### src/rtl/line_seq_pkg.sv
// line_seq_pkg
// Shared types and constants for the line sequencer and its line FIFO.
//   LINE_W      : width of one 5x5 grid line
//   DEPTH_DEF   : default line buffer depth (power of two)
//   JOB_W_DEF   : default job counter width
//   seq_state_t : sequencer FSM state encoding
//   line_t      : one buffered grid line
package line_seq_pkg;

    localparam int LINE_W    = 25;
    localparam int DEPTH_DEF = 32;
    localparam int JOB_W_DEF = 8;

    typedef enum logic [1:0] {
        IDLE  = 2'd0,
        START = 2'd1,
        RUN   = 2'd2,
        FIN   = 2'd3
    } seq_state_t;

    typedef logic [LINE_W-1:0] line_t;

endpackage

### src/rtl/line_fifo.sv
// line_fifo
// Synchronous, order-preserving line buffer with registered pop data.
// Full and empty come from the occupancy count, so the pointers can wrap
// naturally at DEPTH.
// Ports:
//   clk, rst      : clock, synchronous active-high reset
//   push, wr_data : write strobe and line (dropped when full)
//   pop           : read strobe (ignored when empty)
//   rd_data       : last popped line, held until the next pop
//   level         : number of buffered lines
//   full, empty   : decoded from level
module line_fifo
    import line_seq_pkg::*;
#(
    parameter int DEPTH = DEPTH_DEF,
    localparam int AW   = $clog2(DEPTH),
    localparam int LW   = AW + 1
) (
    input  logic          clk,
    input  logic          rst,
    input  logic          push,
    input  line_t         wr_data,
    input  logic          pop,
    output line_t         rd_data,
    output logic [LW-1:0] level,
    output logic          full,
    output logic          empty
);

    line_t         mem [DEPTH];
    logic [AW-1:0] wr_ptr;
    logic [AW-1:0] rd_ptr;
    logic          push_ok;
    logic          pop_ok;

    assign full    = (level == LW'(DEPTH));
    assign empty   = (level == '0);
    // Both qualifiers use the cycle-start level: a pop never frees a slot
    // for a write in the same cycle.
    assign push_ok = push && !full;
    assign pop_ok  = pop && !empty;

    always_ff @(posedge clk) begin
        if (push_ok) begin
            mem[wr_ptr] <= wr_data;
        end
    end

    always_ff @(posedge clk) begin
        if (rst) begin
            wr_ptr  <= '0;
            rd_ptr  <= '0;
            level   <= '0;
            rd_data <= '0;
        end else begin
            if (push_ok) begin
                wr_ptr <= wr_ptr + AW'(1);
            end
            if (pop_ok) begin
                rd_ptr  <= rd_ptr + AW'(1);
                rd_data <= mem[rd_ptr];
            end
            case ({push_ok, pop_ok})
                2'b10:   level <= level + LW'(1);
                2'b01:   level <= level - LW'(1);
                default: level <= level;
            endcase
        end
    end

endmodule

### src/rtl/line_sequencer.sv
// line_sequencer
// Feeds buffered grid lines to the line-processing Controller: launches it
// with a one-cycle start, answers each readLine with the next line, counts
// completed jobs and relaunches while lines remain.
// Optional feature macro: LINE_SEQ_UNDERFLOW_EN (adds sticky `underflow`;
// a readLine on an empty buffer then aborts the batch to IDLE).
// Ports:
//   clk, rst                : clock, synchronous active-high reset
//   wr_en, wr_data, wr_ready: loader write interface
//   go                      : begin batch (IDLE only, needs level > 0)
//   start                   : one-cycle Controller launch pulse
//   readLine, line, line_valid : line request / delivered line
//   done                    : Controller finished current job
//   busy, batch_done, jobs  : status
//   level                   : buffered line count
//   underflow               : (macro only) sticky empty-read flag
//
// state | meaning
// IDLE  | waiting for go with a non-empty buffer
// START | start pulse high for this cycle
// RUN   | serving readLine, waiting for done
// FIN   | batch_done pulse high for this cycle
module line_sequencer
    import line_seq_pkg::*;
#(
    parameter int DEPTH = DEPTH_DEF,
    parameter int JOB_W = JOB_W_DEF,
    localparam int LVL_W = $clog2(DEPTH) + 1
) (
    input  logic             clk,
    input  logic             rst,
    input  logic             wr_en,
    input  line_t            wr_data,
    output logic             wr_ready,
    input  logic             go,
    output logic             start,
    input  logic             readLine,
    output line_t            line,
    output logic             line_valid,
    input  logic             done,
    output logic             busy,
    output logic             batch_done,
    output logic [JOB_W-1:0] jobs,
    output logic [LVL_W-1:0] level
`ifdef LINE_SEQ_UNDERFLOW_EN
    ,
    output logic             underflow
`endif
);

    seq_state_t       state;
    logic             full;
    logic             empty;
    logic             push_ok;
    logic             pop_ok;
    logic [LVL_W-1:0] level_nxt;

    assign wr_ready  = !full;
    assign busy      = (state != IDLE);
    assign push_ok   = wr_en && !full;
    assign pop_ok    = (state == RUN) && readLine && !empty;
    // Occupancy after this cycle's push/pop decides relaunch versus finish.
    assign level_nxt = level + LVL_W'(push_ok) - LVL_W'(pop_ok);

    line_fifo #(.DEPTH(DEPTH)) u_fifo (
        .clk     (clk),
        .rst     (rst),
        .push    (push_ok),
        .wr_data (wr_data),
        .pop     (pop_ok),
        .rd_data (line),
        .level   (level),
        .full    (full),
        .empty   (empty)
    );

    always_ff @(posedge clk) begin
        if (rst) begin
            state      <= IDLE;
            start      <= 1'b0;
            batch_done <= 1'b0;
            line_valid <= 1'b0;
            jobs       <= '0;
`ifdef LINE_SEQ_UNDERFLOW_EN
            underflow  <= 1'b0;
`endif
        end else begin
            start      <= 1'b0;
            batch_done <= 1'b0;
            line_valid <= pop_ok;
            case (state)
                IDLE: begin
                    if (go && !empty) begin
                        jobs  <= '0;
                        start <= 1'b1;
                        state <= START;
`ifdef LINE_SEQ_UNDERFLOW_EN
                        underflow <= 1'b0;
`endif
                    end
                end
                START: state <= RUN;
                RUN: begin
`ifdef LINE_SEQ_UNDERFLOW_EN
                    if (readLine && empty) begin
                        underflow <= 1'b1;
                        state     <= IDLE;
                    end else if (done) begin
`else
                    if (done) begin
`endif
                        if (jobs != '1) begin
                            jobs <= jobs + JOB_W'(1);
                        end
                        if (level_nxt != '0) begin
                            start <= 1'b1;
                            state <= START;
                        end else begin
                            batch_done <= 1'b1;
                            state      <= FIN;
                        end
                    end
                end
                FIN:     state <= IDLE;
                default: state <= IDLE;
            endcase
        end
    end

endmodule

### config.mk
export PLATFORM = sky130hd
export DESIGN_NAME = line_sequencer
export DESIGN_NICKNAME = d
export VERILOG_FILES = /design/src/rtl/line_seq_pkg.sv /design/src/rtl/line_fifo.sv /design/src/rtl/line_sequencer.sv
export SDC_FILE = /design/constraint.sdc
export NUM_CORES = 1
export LEC_CHECK = 0
export ABC_CLOCK_PERIOD_IN_PS = 4500
export CAP_MARGIN = 20
export CORE_MARGIN = 2
export CORE_UTILIZATION = 39
export CTS_BUF_LIST = sky130_fd_sc_hd__clkbuf_8
export DETAILED_ROUTE_END_ITERATION = 8
export PLACE_DENSITY_LB_ADDON = 0.1
export RECOVER_POWER = 25
export REMOVE_ABC_BUFFERS = 1
export SLEW_MARGIN = 10
export SYNTH_ARGS = -nofsm -noshare
export SYNTH_HDL_FRONTEND = slang
export SYNTH_SLANG_ARGS = --single-unit
### constraint.sdc
create_clock -name clk -period 4.5 [get_ports clk]
set_input_delay 1.35 -clock clk [delete_from_list [all_inputs] [get_ports clk]]
set_output_delay 1.35 -clock clk [all_outputs]
set_load 0.005 [all_outputs]
## After elaboration in Yosys (flattened, before gate mapping)

Memories as Yosys holds them, arrays and structs flattened. A register that Yosys moved wholly into a read port is not among the register bits.
Cells that the tools add are included.

- Output and inout bits: 44
- Logic and storage cells: 61
- Memory bits (writable): 800
- Register bits: 29
- Input bits: 31
- Memories: 1

Memories:

| name | words | width | rd ports | clocked after Yosys merged registers in | write ports | line | text |
|---|---|---|---|---|---|---|---|
| u_fifo.mem | 32 | 25 | 1 | 1 | 1 | line_fifo.sv:30 | `line_t mem [DEPTH];` |

- Equality and inequality tests: 10
- Bitwise gates (word level): 2
- Reductions and logical operators: 17
- Multiplexer cells: 16
- $add $sub $neg: 7

Operators by type and width:

| cell | count |
|---|---|
| two-way mux 8 bit | 3 |
| case mux 8 bit (2 select lines) | 1 |
| case mux 6 bit (2 select lines) | 1 |
| adder 5 x 1 -> 5 bit, second input constant | 2 |
| adder 8 x 1 -> 8 bit, second input constant | 1 |
| inequality test 8 bit, second input constant | 1 |
| case mux 2 bit (4 select lines) | 1 |
| adder 6 x 1 -> 6 bit | 1 |
| adder 6 x 1 -> 6 bit, second input constant | 1 |
| equality test 2 bit, second input constant | 3 |
| equality test 6 bit, second input constant | 1 |
| logical AND 1 bit | 6 |
| zero test 6 bit | 1 |
| two-way mux 1 bit | 6 |
| two-way mux 2 bit | 3 |
| nonzero test 2 bit | 3 |
| nonzero test 6 bit | 1 |
| subtractor 6 x 1 -> 6 bit | 1 |
| subtractor 6 x 1 -> 6 bit, second input constant | 1 |
| equality test 2 x 1 -> 1 bit, second input constant | 2 |
| inequality test 2 bit, second input constant | 2 |
| AND reduction 4 bit | 1 |
| OR reduction 3 bit | 1 |
| zero test 1 bit | 2 |
| 5 further kinds | 6 |

## Longest topological paths before layout

- Depth in word-level cells: 9
- Mapped depth: 14
- Mapped depth without buffers: 13

## Modules after synthesis

Synthesis repeated with hierarchy kept, for this count alone.

- Cell total of the unflattened synthesis: 1620
- Area total of the unflattened synthesis: 33016.7 um^2

By module, submodules not included:

| module | area each (um^2) | sequential area each (um^2) | cells each | times used |
|---|---|---|---|---|
| line_fifo | 32155.8 | 24843.8 | 1523 | 1 |
| line_sequencer | 860.8 | 260.2 | 97 | 1 |

## Least setup slack after synthesis

Ideal clock, no wire load.

- Kind: input to register
- Start point: input wr_en
- End point: memory u_fifo.mem[31][0] (netlist name), enable pin
- Cell stages on the path: 4
- Buffers on the path: 1
- Arrival: 3.131 ns
- Required time: 4.093 ns
- Path slack: 0.962 ns
- Library setup time: 0.407 ns
- Path through: nor2b_1 > clkbuf_1 > nand2_1 > nor2_1

- Longest elaborated chain between the ends: 4

Ends and longest elaborated chain:

| what | line | text |
|---|---|---|
| start, declared | line_sequencer.sv:32 | `input logic wr_en,` |
| logical AND 1 bit | line_sequencer.sv:60 | `assign push_ok = wr_en && !full;` |
| logical AND 1 bit | line_fifo.sv:40 | `assign push_ok = push && !full;` |
| via u_fifo.push_ok | line_fifo.sv:33 | `logic push_ok;` |
| two-way mux 1 bit | line_fifo.sv:44 | `if (push_ok) begin` |
| two-way mux 1 bit (implied by the code) | line_fifo.sv:45 | `mem[wr_ptr] <= wr_data;` |
| end, declared | line_fifo.sv:30 |  |

The timed path passes the listed nets, and every way through them passes these cells.

## Worst setup path in the final report

- Start point: register u_fifo.level[4]
- End point: output wr_ready

- Longest elaborated chain between the ends: 2

Ends and longest elaborated chain:

| what | line | text |
|---|---|---|
| start, declared | line_fifo.sv:25 | `output logic [LW-1:0] level,` |
| start signal, assigned | line_fifo.sv:64 | `2'b10: level <= level + LW'(1);` |
| start signal, assigned | line_fifo.sv:65 | `2'b01: level <= level - LW'(1);` |
| start signal, assigned | line_fifo.sv:66 | `default: level <= level;` |
| equality test 6 bit | line_fifo.sv:36 | `assign full = (level == LW'(DEPTH));` |
| zero test 1 bit | line_sequencer.sv:58 | `assign wr_ready = !full;` |
| end, declared | line_sequencer.sv:34 | `output logic wr_ready,` |

No other way between the ends.

==> metrics.txt <==
outcome finished with violations; violated checks max-capacitance violations, max-slew violations; cell mode on critical path inv_1; Synth Flop Type edfxtp_1; Post-Route WL between 80 and 90 mm; RSZ-0062 raised after global routing no; routability cong. about 0.79; ys async rst share 0%; Yosys cell types 55; largest net degree at the start of global routing 88; post-route setup TNS 0 ps; Area Overhead vs Synth 16.3%; clk slew on worst S/H paths roughly 60 ps; Met1 Wirelength 37.2 mm; share of cells above drive strength 1 17.7%; VDD IR max ~230 uV; Worst Path Required 3150 ps; Buffers on Ports 74; Avg WL per Cell ~25 um; routed wl met3 roughly 3.6 mm; number of synthesized flops with an enable pin 800; first-pass GRT wire length ~120 mm; Final Cell Area between 30000 and 40000 um2; Synth Register Bits 854; Largest delay share family, worst path buffers and inverters; post-CTS setup buffers 0; CP max stage delay 460 ps; drt initial violations 1088; TritonCTS clock tree done; Hold Path Depth 1; crit path time final around 3700 ps; final period utilization around four fifths; post-DP HPWL 49.2 mm; leakage power 11.7 nW; Detail Route Antenna Nets 0; highest metal used met4; vias in the first global route between 15000 and 20000; core area 83800 um2; CP max stage cell clkdlybuf4s50_1; Fmax approximately 270 MHz; pre-CTS setup slack approximately 540 ps; DR DRC count 0; CP arrival around 2300 ps; startpoint type of the worst setup path flop; CTS Buffer Depth 3; CTS Buf Count 145; Max-slew headroom -20.5%; Worst R2R Path Depth 6; Pre-antenna DRT Iters 5; HP Class flop to flop; Post-Route Utilization 45.9%; Met2 Wirelength about 40 mm; most frequent cell after synthesis edfxtp_1; Layout Nets 2085; clock sink count about 850; Final Skew between 40 and 50 ps; Final setup viols 0; Area contributors post-synth edfxtp_1 73%, mux2i_1 6.8%, mux4_2 5.2%, dfxtp_1 3.3%, nor2_1 1.3%; die height slightly below 300 um; Post-Syn Area roughly 33000 um2; total number of vias 17295; CTS Hold Bufs 0; register-to-register setup slack about 1200 ps; GR Util All Layers 19.3%; # rows 106; Post-CTS Resized 0; Post-synth top cells 800 x edfxtp_1, 226 x mux2i_1, 112 x nor2_1; critical path depth 5; Syn Area/Cell about 18 um2; Yosys Warn Count 0; actual slew at the worst max-slew pin between 1500 and 2000 ps; CP Capture Type output pin; area leader, netlist edfxtp_1; initial cell density of the core ~40%; Bufs and invs on worst path 3; CP Class flop to output pin; Die Area between 80000 and 90000 um2; Final Hold Vio Count 0; I/O pin count 75; setup slack after layout just over 800 ps; antenna violations before repair 3; Die Width 295 um; Tot Pwr ~16 mW; Max Fanout on Critical Path 4; cell count after synthesis approximately 1800; via/cell ratio approximately 5.3; critical path, cell by cell inv_1 -> ha_1 -> nor4bb_1 -> inv_1 -> clkdlybuf4s50_1; register area share after synthesis about three quarters; power density over the cells approximately 400 nW/um2; Clock Latency Late Sink roughly 800 ps; Post-DP Area 35900 um2; Max Cap Violations 19; GRT Residual Overflow 0; Max H-tree Level 4; CTS root buf clkbuf_8; Synth top area share between 70% and 80%; Pins Over Slew Limit between 600 and 700
-- logic make-up after synthesis --
group / synth area share [%]
xor gates and xnor gates: 0.529
muxes: 12.0
AOI/OAI and AO/OA: 5.01
buffers and inverters: 1.89
DFF: 75.8
adders and majority gates: 0.877
and+or+nand+nor: 3.89
-- flip-flops by register name, indices dropped and copies added, names as in the netlist --
| register | count |
|---|---|
| batch_done | 1 |
| state | 2 |
| line_valid | 1 |
| u_fifo.wr_ptr | 5 |
| u_fifo.rd_data | 25 |
| jobs | 8 |
| u_fifo.mem | 800 |
| u_fifo.level | 6 |
| u_fifo.rd_ptr | 5 |
| start | 1 |
-- area by class of cell --
cell class              count  area [um2]
fillers                  7319       45300
diodes                      2        5.00
repair buffers            161        1560
inverters                  18        67.6
clock buffers             158        2170
clock inverters           103         515
flip-flops and latches    854       25100
well taps                1134        1420
multi-input cells         852        7660
-- routing by layer --
| layer | up-vias | global-route usage (%) |
|---|---|---|
| met5 | - | 0 |
| met4 | 0 | 5.41 |
| met3 | 117 | 3.76 |
| met2 | 399 | 31.6 |
| met1 | 8964 | 26.3 |
| li1 | 7815 | - |
-- final timing paths --
path | start | endpoint
worst min-delay path | u_fifo.rd_data[7] | u_fifo.rd_data[7]
worst min register to register | u_fifo.rd_data[7] | u_fifo.rd_data[7]
worst max register to register | u_fifo.rd_ptr[2] | u_fifo.rd_data[10]
worst max-delay path | u_fifo.level[4] | wr_ready
-- cell usage in the layout (no fill, tap or decap), drive strengths merged, types with 8 or more instances in the layout --
| master | Yosys | routed |
|---|---|---|
| edfxtp | 800 | 800 |
| nor4 | 27 | 27 |
| xnor2 | 13 | 13 |
| buf | 72 | 69 |
| dlygate4sd3 | 0 | 17 |
| o22ai | 51 | 51 |
| mux4 | 76 | 76 |
| nor3 | 8 | 8 |
| clkbuf | 32 | 178 |
| a32o | 25 | 25 |
| a21oi | 56 | 56 |
| dfxtp | 54 | 54 |
| o221ai | 24 | 24 |
| nand3 | 33 | 33 |
| clkinv | 1 | 53 |
| ha | 20 | 20 |
| nor2 | 112 | 112 |
| clkdlybuf4s50 | 0 | 55 |
| o21ai | 28 | 28 |
| nand2 | 40 | 40 |
| a22oi | 24 | 24 |
| inv | 17 | 59 |
| mux2i | 226 | 226 |
| o211ai | 24 | 24 |
-- through the flow --
step                std cells  hold WS, ps
finish                   3282          491
global route             3281          516
CTS                      3279          505
detailed placement       3018          492
global placement         3018          493
floorplan                1724          466
-- where the power goes --
group / switching (mW) / internal (mW)
logic: 0.321 / 0.157
registers: 0.0299 / 8.75
clock network: 3.06 / 3.35
Power figures use the tool's default switching activity.
